File: config.mk
export PLATFORM = sky130hd
export DESIGN_NAME = demux_comp
export DESIGN_NICKNAME = d
export VERILOG_FILES = /design/src/rtl/demux_comp.sv
export SDC_FILE = /design/constraint.sdc
export NUM_CORES = 1
export LEC_CHECK = 0
export ABC_AREA = 1
export CAP_MARGIN = 5
export CORE_AREA = 2 2 39 41
export CTS_CLUSTER_SIZE = 40
export DETAILED_ROUTE_END_ITERATION = 10
export DIE_AREA = 0 0 41 43
export PLACE_DENSITY = 0.57
export SLEW_MARGIN = 20
export SYNTH_ARGS = -nofsm -noshare
export SYNTH_HDL_FRONTEND = slang
export SYNTH_SLANG_ARGS = --single-unit
export TNS_END_PERCENT = 1
File: constraint.sdc
create_clock -name clk -period 0.8 [get_ports clk]
set_clock_uncertainty 0.05 [all_clocks]
set_input_delay 0.2 -clock clk [delete_from_list [all_inputs] [get_ports clk]]
set_output_delay 0.2 -clock clk [all_outputs]
set_load 0.005 [all_outputs]
File: src/rtl/demux_comp.sv
// demux_comp -- registered 1-to-N demultiplexer with optional per-channel strobe counters.
//
// Routes the DATA_W-bit input d to output slice s. Every other slice drives zero.
// All outputs are registered, so they appear one clock after the inputs are sampled.
//
// Parameters:
//   DATA_W  width of d and of each output slice
//   SEL_W   select width; N_OUT = 2**SEL_W slices
//   CNT_W   width of each per-channel counter (used only with the counter block)
//
// Ports:
//   clk      rising-edge clock
//   rst      synchronous, active-high reset (wins over en)
//   d        data to route
//   s        binary output select
//   en       route strobe
//   y        flattened outputs; slice i = y[i*DATA_W +: DATA_W]
//   y_valid  one-hot; bit i set = slice i was loaded on the last edge
//   cnt_sel  counter read select     (DEMUX_COMP_CNT_EN only)
//   cnt_out  counter[cnt_sel], comb  (DEMUX_COMP_CNT_EN only)
//
// Build option: define DEMUX_COMP_CNT_EN to add the saturating per-channel
// strobe counters and the cnt_sel/cnt_out ports.
module demux_comp #(
  parameter int DATA_W = 1,
  parameter int SEL_W  = 2,
  parameter int CNT_W  = 8
) (
  input  logic                            clk,
  input  logic                            rst,
  input  logic [DATA_W-1:0]               d,
  input  logic [SEL_W-1:0]                s,
  input  logic                            en,
  output logic [(2**SEL_W)*DATA_W-1:0]    y,
  output logic [(2**SEL_W)-1:0]           y_valid
`ifdef DEMUX_COMP_CNT_EN
  ,
  input  logic [SEL_W-1:0]                cnt_sel,
  output logic [CNT_W-1:0]                cnt_out
`endif
);

  localparam int N_OUT = 2**SEL_W;

  if (CNT_W < 1) begin : g_cnt_w_check
    $error("demux_comp: CNT_W must be at least 1");
  end

  logic [N_OUT-1:0]        sel_hit;
  logic [N_OUT*DATA_W-1:0] y_next;
  logic [N_OUT*DATA_W-1:0] y_reg;
  logic [N_OUT-1:0]        valid_reg;

  // Per-slice decode. A slice that is not hit loads zero, so data is never
  // left over from an earlier cycle.
  for (genvar gi = 0; gi < N_OUT; gi++) begin : g_slice
    assign sel_hit[gi] = en && (s == SEL_W'(gi));
    assign y_next[gi*DATA_W +: DATA_W] = sel_hit[gi] ? d : '0;
  end

  always_ff @(posedge clk) begin
    if (rst) begin
      y_reg     <= '0;
      valid_reg <= '0;
    end else begin
      y_reg     <= y_next;
      valid_reg <= sel_hit;
    end
  end

  assign y       = y_reg;
  assign y_valid = valid_reg;

`ifdef DEMUX_COMP_CNT_EN
  logic [CNT_W-1:0] cnt_reg [N_OUT];

  // Each channel counts its own strobes and sticks at all-ones.
  // Only rst clears a counter.
  always_ff @(posedge clk) begin
    if (rst) begin
      for (int i = 0; i < N_OUT; i++) cnt_reg[i] <= '0;
    end else begin
      for (int i = 0; i < N_OUT; i++) begin
        if (sel_hit[i] && (cnt_reg[i] != {CNT_W{1'b1}}))
          cnt_reg[i] <= cnt_reg[i] + CNT_W'(1);
      end
    end
  end

  assign cnt_out = cnt_reg[cnt_sel];
`endif

endmodule

==> metrics <==
Hold Violations, Final 0; Achievable Freq 1090 MHz; relative slew slack 91.6%; initial antenna violation count 0; Layout Nets 54; synth top area cells dfxtp_1, inv_1, nor2_1; overall routed net length 442 µm; post-synthesis sequential area ratio 63.7%; Worst Hold Margin 0.324 ns; Core Box Area 1380 µm²; I/O pin count 14; Residual DRC 0; register area 161 µm²; Die Span X 41 µm; Cell Rows 14; average wire per standard cell 7.13 µm; # H-tree levels 1; Final min period 0.918 ns; capturing element type of the critical path output port; leakage power figure 0.000226 µW; RSZ-0062 raised after global routing yes; antenna cells 0; CTS clk-pin slew, worst paths 0.05 ns; post-DR vias/cell 3.37; number of port buffers 13; Yosys top cell by area dfxtp_1; CP Cell Sequence buf_2; CP top delay family flip-flops; failing checks setup timing; layout cells sized above 1 37.0%; Crit Path Max Fanout 1; Die ar. 1760 µm²; P&R area growth vs syn 54.2%; GP Congestion 0.649; hold crit path type in2reg; critical path's largest stage delay 0.31 ns; Initial Util 18.2%; GRT Util Overall 6.56%; final setup vio count 8; CP Launch Type flop; vias in the first global route 190; CP bufs+invs 1; hold bufs inserted after CTS 0; Syn Area/Cell 8.38 µm²; DRT iter0 DRCs 1; Synth Net Count 36; post-synth design cell area 251 µm²; Mapped Cells 30; CTS Buf Count 3; ys async rst share 0%; DRT antenna net count 0; Final Worst Setup Slack -0.118 ns; Yosys cell types 6; Seq cells post-synth 8; Die Y 43 µm; status finished, violations left; top-area cell type share of the netlist area 63.7%; # Max-Cap Violations 0; Synth Warn # 0; fill cell count 165; first-pass GRT wire length 717 µm; Worst Path Arrival 0.67 ns; number of flops mapped to enable cells by yosys 0; estimated wirelength of the detail-placed design 349 µm; pin count of the biggest net entering global routing 5; router iterations before antenna repair 4; Worst-Margin Slew 0.126 ns; Longest Clk Path Bufs 2; Sink Count 8; Peak VDD IR 0.580 mV; GRT overflow 0; Overall Power 769 µW; crit path kind reg2out; Crit-path slowest cell dfxtp_2; Finished Core Util 28.0%; CTS tree yes; Slew Viols, Final 0; Pwr per Cell Area 1980 nW/µm²; ys flop type dfxtp_1; vias 209; most frequent cells after synthesis dfxtp_1, inv_1, nor2_1, nand2_1; Required @ worst endpoint 0.55 ns; Tcrit/Tclk final 115%; Clock Tree Root clkbuf_4; area of the multi-input gates 68.8 µm²; Post-CTS Setup Bufs 0
what timing repair did:
action	4_1_cts	5_1_grt
resized for setup	39	2
endpoints found under the setup margin	15	9
pin swaps	1	1
area by class of cell:
| cell class | count | share of cell area (%) |
|---|---|---|
| Tap cell | 16 | 5.16 |
| Timing Repair Buffer | 13 | 21.9 |
| Sequential cell | 8 | 41.6 |
| Inverter | 8 | 7.74 |
| Multi-Input combinational cell | 14 | 17.7 |
| Clock buffer | 3 | 5.81 |
path summary, 6_finish.rpt:
| kind | cells past startpoint | start | slack, ns | endpoint |
|---|---|---|---|---|
| min | 3 | en | 0.32 | y_valid[3] |
| max | 1 | y[3] | -0.12 | y[3] |
metal layers:
metal	GRT usage, %	share of wire (%)
met1	7.19	41
met2	8.75	49
met3	1.57	9.7
met4	8.00	0
met5	0	0
cell families after synthesis:
| kind of cell | share of synthesized area, % |
|---|---|
| buffers and inverters | 11.9 |
| and+or+nand+nor | 24.4 |
| DFF | 63.7 |
metrics by stage:
stage | std cells | TNS (ns) | setup slack, ns | area (µm²)
2_1_floorplan | 30 | 0 | 0.236 | 251
3_5_place_dp | 59 | -4.17 | -0.335 | 402
3_3_place_gp | 59 | -4.02 | -0.315 | 402
5_1_grt | 62 | -1.05 | -0.141 | 388
6_report | 62 | -0.805 | -0.118 | 388
4_1_cts | 62 | -0.902 | -0.129 | 383
cell usage in the layout, fill, tap and decap left out, drive strengths merged:
| master | synthesis | final |
|---|---|---|
| dlygate4sd2 | 0 | 4 |
| inv | 8 | 8 |
| buf | 0 | 8 |
| dfxtp | 8 | 8 |
| nand2 | 5 | 5 |
| nor2 | 8 | 8 |
| clkbuf | 0 | 3 |
| nor3 | 1 | 1 |
| clkdlybuf4s50 | 0 | 1 |
report_power, final:
group          leakage [µW]  switching, µW  internal (µW)  total [µW]
Clock             0.0000138            127            171         298
Sequential        0.0000654           1.61            408         409
Combinational      0.000147           32.2           29.6        61.9
(Power assumes the default switching activity.)
